`src/rtl/column_recip_scaler.sv`:
```
// Column reciprocal scaler: latches 1/R_kk on Valid_recp, streams one column out of
// the register file and writes back each complex entry scaled by the reciprocal with
// round-half-up and saturation. Two-stage pipeline, one element per cycle.
`timescale 1ns/1ps

module column_recip_scaler #(
  parameter  int INT_LENGTH   = 17,
  parameter  int FRAC_LENGTH  = 12,
  parameter  int NUM_ELEMENTS = 4,
  localparam int ADDR_WIDTH   = $clog2(NUM_ELEMENTS),
  localparam int W            = INT_LENGTH + FRAC_LENGTH
) (
  input  logic                  CLK,
  input  logic                  RST,
  input  logic                  Valid_recp,
  input  logic signed [W-1:0]   reciprocal,
  output logic                  Rd_en,
  output logic [ADDR_WIDTH-1:0] Rd_addr,
  input  logic signed [W-1:0]   Rd_data_re,
  input  logic signed [W-1:0]   Rd_data_im,
  output logic signed [W-1:0]   Out_re,
  output logic signed [W-1:0]   Out_im,
  output logic [ADDR_WIDTH-1:0] Out_addr,
  output logic                  Valid_out,
  output logic                  Done,
  output logic                  Busy
);

  localparam logic [ADDR_WIDTH-1:0] LAST_ADDR = ADDR_WIDTH'(NUM_ELEMENTS - 1);

  // Half an LSB of the result, added before the shift for round-half-up.
  localparam logic signed [2*W-1:0] RND_CONST = {{(2*W-1){1'b0}}, 1'b1} << (FRAC_LENGTH - 1);
  // Signed W-bit range, expressed in the 2W-bit domain of the rounded product.
  localparam logic signed [2*W-1:0] SAT_MAX   = {{(W+1){1'b0}}, {(W-1){1'b1}}};
  localparam logic signed [2*W-1:0] SAT_MIN   = {{(W+1){1'b1}}, {(W-1){1'b0}}};

  typedef enum logic [1:0] {
    StIdle  = 2'd0,
    StRun   = 2'd1,
    StDrain = 2'd2
  } state_e;

  state_e                  r_state;
  state_e                  w_state_next;

  logic signed [W-1:0]     r_recip;
  logic [ADDR_WIDTH-1:0]   r_rd_cnt;

  logic                    w_rd_en;
  logic [ADDR_WIDTH-1:0]   w_rd_addr;
  logic                    w_busy;
  logic                    w_accept;
  logic                    w_last_rd;

  logic                    r_s1_vld;
  logic [ADDR_WIDTH-1:0]   r_s1_addr;

  logic signed [W-1:0]     r_out_re;
  logic signed [W-1:0]     r_out_im;
  logic [ADDR_WIDTH-1:0]   r_out_addr;
  logic                    r_valid_out;
  logic                    r_done;

  logic signed [W-1:0]     w_scaled_re;
  logic signed [W-1:0]     w_scaled_im;

  // Fixed-point multiply: full 2W product, round half up, arithmetic shift, saturate.
  function automatic logic signed [W-1:0] scale_sat(input logic signed [W-1:0] data,
                                                    input logic signed [W-1:0] recip);
    logic signed [2*W-1:0] ext_d;
    logic signed [2*W-1:0] ext_r;
    logic signed [2*W-1:0] prod;
    logic signed [2*W-1:0] rnd;
    logic signed [W-1:0]   res;
    ext_d = {{W{data[W-1]}}, data};
    ext_r = {{W{recip[W-1]}}, recip};
    prod  = ext_d * ext_r;
    rnd   = (prod + RND_CONST) >>> FRAC_LENGTH;
    if (rnd > SAT_MAX) begin
      res = SAT_MAX[W-1:0];
    end else if (rnd < SAT_MIN) begin
      res = SAT_MIN[W-1:0];
    end else begin
      res = rnd[W-1:0];
    end
    return res;
  endfunction

  assign w_accept  = (r_state == StIdle) && Valid_recp;
  assign w_last_rd = (r_state == StRun) && (r_rd_cnt == LAST_ADDR);

  // FSM state register
  always_ff @(posedge CLK or negedge RST) begin
    if (!RST) begin
      r_state <= StIdle;
    end else begin
      r_state <= w_state_next;
    end
  end

  // FSM next-state logic
  always_comb begin
    w_state_next = r_state;
    unique case (r_state)
      StIdle:  if (Valid_recp) w_state_next = StRun;
      StRun:   if (r_rd_cnt == LAST_ADDR) w_state_next = StDrain;
      // The registered Done marks the last element leaving stage 2.
      StDrain: if (r_done) w_state_next = StIdle;
      default: w_state_next = StIdle;
    endcase
  end

  // FSM outputs: read strobe/address and busy flag
  always_comb begin
    w_rd_en   = 1'b0;
    w_rd_addr = '0;
    w_busy    = 1'b0;
    unique case (r_state)
      StIdle: begin
        w_busy = 1'b0;
      end
      StRun: begin
        w_rd_en   = 1'b1;
        w_rd_addr = r_rd_cnt;
        w_busy    = 1'b1;
      end
      StDrain: begin
        w_busy = 1'b1;
      end
      default: begin
        w_busy = 1'b0;
      end
    endcase
  end

  // Reciprocal latch and read counter; pulses while busy are ignored
  always_ff @(posedge CLK or negedge RST) begin
    if (!RST) begin
      r_recip  <= '0;
      r_rd_cnt <= '0;
    end else if (w_accept) begin
      r_recip  <= reciprocal;
      r_rd_cnt <= '0;
    end else if (w_last_rd) begin
      r_rd_cnt <= '0;
    end else if (r_state == StRun) begin
      r_rd_cnt <= r_rd_cnt + 1'b1;
    end
  end

  // Stage 1: track the read issued this cycle while the register file fetches the data
  always_ff @(posedge CLK or negedge RST) begin
    if (!RST) begin
      r_s1_vld  <= 1'b0;
      r_s1_addr <= '0;
    end else begin
      r_s1_vld  <= w_rd_en;
      r_s1_addr <= w_rd_addr;
    end
  end

  assign w_scaled_re = scale_sat(Rd_data_re, r_recip);
  assign w_scaled_im = scale_sat(Rd_data_im, r_recip);

  // Stage 2: scale the returned data; outputs hold their last value when idle
  always_ff @(posedge CLK or negedge RST) begin
    if (!RST) begin
      r_out_re    <= '0;
      r_out_im    <= '0;
      r_out_addr  <= '0;
      r_valid_out <= 1'b0;
      r_done      <= 1'b0;
    end else begin
      r_valid_out <= r_s1_vld;
      r_done      <= r_s1_vld && (r_s1_addr == LAST_ADDR);
      if (r_s1_vld) begin
        r_out_re   <= w_scaled_re;
        r_out_im   <= w_scaled_im;
        r_out_addr <= r_s1_addr;
      end
    end
  end

  assign Rd_en     = w_rd_en;
  assign Rd_addr   = w_rd_addr;
  assign Busy      = w_busy;
  assign Out_re    = r_out_re;
  assign Out_im    = r_out_im;
  assign Out_addr  = r_out_addr;
  assign Valid_out = r_valid_out;
  assign Done      = r_done;

endmodule

```
`config.mk`:
```
export PLATFORM = sky130hd
export DESIGN_NAME = column_recip_scaler
export DESIGN_NICKNAME = d
export VERILOG_FILES = /design/src/rtl/column_recip_scaler.sv
export SDC_FILE = /design/constraint.sdc
export NUM_CORES = 2
export LEC_CHECK = 0
export ABC_CLOCK_PERIOD_IN_PS = 17400
export CAP_MARGIN = 0
export CORE_UTILIZATION = 40
export DETAILED_ROUTE_END_ITERATION = 12
export GPL_ROUTABILITY_DRIVEN = 0
export PLACE_DENSITY_LB_ADDON = 0.15
export SLEW_MARGIN = 20
export SYNTH_ARGS = -nofsm -noshare
export SYNTH_HDL_FRONTEND = slang
export SYNTH_SLANG_ARGS = --single-unit
export TNS_END_PERCENT = 5
```
`constraint.sdc`:
```
create_clock -name CLK -period 17.4 [get_ports CLK]
set_input_delay 5.22 -clock CLK [delete_from_list [all_inputs] [get_ports CLK]]
set_output_delay 5.22 -clock CLK [all_outputs]
set_load 0.01 [all_outputs]
```
==> results by group <==
Routing
  – Detail Route Antenna Nets: 0
  – First drt pass iteration count: 8
  – Total number of vias: 46000
  – DRT Wirelength: 185000 um
  – Drt first-iter violations: between 2000 and 2500
  – DRC: 0
  – DR WL/cell: 20.2 um
  – Vias per cell: 5.03

GRT
  – Initial antenna violation count: 8
  – First-pass GRT wire length: 299000 um
  – Vias in the first global route: 51500
  – Largest net degree at the start of global routing: 60
  – Gr usage total: 23.3%
  – Grt total ovfl: 0

Floorplanning
  – Die area: approximately 170000 sq um
  – Core area: 163000 sq um
  – Cell Rows: 148
  – Die height: 408 um
  – Initial Util: 40.4%
  – Num ports: ~160
  – Die W: 408 um

Layout
  – Proportion of layout cells with a drive suffix above 1: 3.57%
  – Register Area: 2490 sq um
  – Multi-input logic area: 55500 sq um
  – # nets final: 9192
  – Filler cells: 16300
  – P&R area growth vs syn: 5.69%

Timing
  – F_max: 66.6 MHz
  – Slew headroom: 20.7%
  – Hold Violations, Final: 0
  – RSZ-0062 raised after global routing: false
  – Clock period minus worst slack: roughly 15 ns
  – Clock skew: between 0.04 and 0.05 ns
  – Final Hold Slack: 0.500 ns
  – Fin crit share: 86.2%
  – Final setup TNS: 0 ns
  – Worst-margin pin slew: 1.18 ns
  – Setup-failing EPs final: 0
  – Max-slew violations: 0

Critical path
  – CP arrival: 15.37 ns
  – Critical path buffer and inverter count: 9
  – Worst setup EP type: flip-flop
  – Startpoint Class: primary input
  – Critical path class: primary input to flip-flop
  – Cell depth of the worst flop-to-flop path: 28
  – Critical-path top delay cell: clkdlybuf4s50_1
  – Worst stage delay on the critical path: 1.10 ns
  – Critical path required time: approximately 18 ns
  – CP max FO: 28
  – CP top delay family: adder cells
  – Crit-path most repeated cell: fa_1
  – WP depth: 30

Clocking
  – Total clock sinks: 98
  – Root Buffer: clkbuf_16
  – Cts hold-fix bufs: 0
  – TritonCTS clock tree: built
  – Post-CTS setup buffers: 0
  – Worst-path clk slew: 0.07 ns
  – CTS H-tree lvls: 3
  – Resized Gates After CTS: 0
  – CTS Buf Count: 9
  – Clock latency on the worst-skew pair: between 0.4 and 0.5 ns
  – Clk buf depth: 2

Hold path
  – Hold depth: 1
  – Hold Path Class: flip-flop to flip-flop

Logic synthesis
  – Post-synth EDFFs: 0
  – Synthesis-stage register bit count: 98
  – Mapped Cells: 7105
  – Syn_nets: 9330
  – Asr flop ratio synth: 100%
  – Top_reg_cell synth: dfrtp_1
  – Register area share after synthesis: roughly 3.7%
  – Synth cell types: 82
  – Yosys warns: 0
  – Post-Syn Area: 66000 sq um
  – Syn Area/Cell: 9.29 sq um

Place
  – Count of port buffers added during placement: around 160
  – Final HPWL DP: approximately 150000 um

Run
  – Max-Cap Viols: 0

Run status
  – Status: finished clean
[kinds of logic (layout without fill, tap and decap cells)]
family                   after synthesis  after routing  share of synthesized area (%)
AO/OA/AOI/OAI                        442            442                           4.48
XOR/XNOR                             108            108                           1.43
adder cells (fa/ha/maj)             2135           2135                           60.9
buffers and inverters               2136           2003                           12.2
flip-flops                            98             98                           3.71
multiplexers                          37             37                          0.622
other                                  0              4                              0
AND/OR/NAND/NOR                     2149           2149                           16.6
[cells in the final DEF, fill, tap and decap left out, types with 21 or more instances in the layout]
cell type,count
and2_1,924
a21oi_2,21
dfrtp_1,69
mux2_2,32
nor2_1,159
buf_4,105
xor2_1,39
nand2_1,856
dfrtp_2,29
nor3_1,30
and3_1,22
inv_1,1725
ha_1,333
clkdlybuf4s50_1,139
nand4_1,35
nand2b_1,25
a21oi_1,145
fa_1,1802
o21ai_0,81
a21o_1,57
xnor2_1,69
[worst paths after layout]
kind                                         from                       to  slack (ns)
max                                 Rd_data_re[9]   Out_re[13]$_DFFE_PN0P_        2.40
min                        r_s1_addr[0]$_DFF_PN0_  Out_addr[0]$_DFFE_PN0P_        0.50
max reg2reg                r_recip[2]$_DFFE_PN0P_   Out_re[13]$_DFFE_PN0P_        6.79
min reg2reg                r_s1_addr[0]$_DFF_PN0_  Out_addr[0]$_DFFE_PN0P_        0.50
max in group asynchronous                     RST  r_recip[16]$_DFFE_PN0P_       11.15
min in group asynchronous                     RST  r_recip[15]$_DFFE_PN0P_        4.76
[registers in the layout, indices dropped and copies added, names as in the netlist]
| signal | flops |
|---|---|
| Out_im | 29 |
| Out_re | 29 |
| r_recip | 29 |
| Out_addr | 2 |
| r_rd_cnt | 2 |
| r_s1_addr | 2 |
| r_state | 2 |
| Done | 1 |
| Valid_out | 1 |
| r_s1_vld | 1 |
[synthesized netlist by cell type, types with 20 or more instances]
master / n / area, sq um
and2_1: 924 / 5780
nand2_1: 857 / 3220
nand4_1: 35 / 219
mux2_2: 32 / 360
and3_1: 22 / 138
clkbuf_1: 382 / 1430
fa_1: 1802 / 36100
inv_1: 1727 / 6480
o21ai_0: 81 / 405
ha_1: 333 / 4170
nand2b_1: 25 / 156
nor3_1: 30 / 150
a21oi_2: 21 / 184
a21oi_1: 145 / 726
xor2_1: 39 / 342
a21o_1: 57 / 428
xnor2_1: 69 / 604
nand3_1: 20 / 100
dfrtp_1: 98 / 2450
nor2_1: 159 / 597
[layout make-up]
type | instances | area share (%)
Timing Repair Buffer | 260 | 3.25
Inverter | 1727 | 9.29
Tap cell | 2175 | 3.90
Sequential cell | 98 | 3.57
Clock inverter | 5 | 0.0897
Multi-Input combinational cell | 4871 | 79.5
Clock buffer | 11 | 0.348
Antenna cell | 4 | 0.0143
[per-layer routing]
layer  track usage [%]  vias to the layer above  wire [um]
li1                  -                    20200          -
met1              31.2                    24600      79500
met2              40.0                     1008      92300
met3              3.14                      174       9320
met4              5.12                        2       4080
met5                 0                        -         14
[stage by stage]
stage                     setup WS, ns  instances  cell area (sq um)  utilization (%)
after CTS                         1.94       9146              69800             42.7
after detailed placement          1.50       9130              69500             42.5
after global placement            1.60       9130              69500             42.5
after global routing              1.85       9147              69800             42.7
final                             2.40       9151              69800             42.7
after floorplan                   3.78       7105              66000                -
[worst register-to-register path, delay by kind of cell, from the launching register on]
family	cells	cell delay, ns
flip-flops	1	0.35
adder cells (fa/ha/maj)	9	5.18
AO/OA/AOI/OAI	5	1.81
buffers and inverters	8	1.99
AND/OR/NAND/NOR	5	0.97
XOR/XNOR	1	0.23
Power is left out: the tool's default activity adds up to more than one toggle a clock period on the data nets, which glitch-free logic cannot reach.
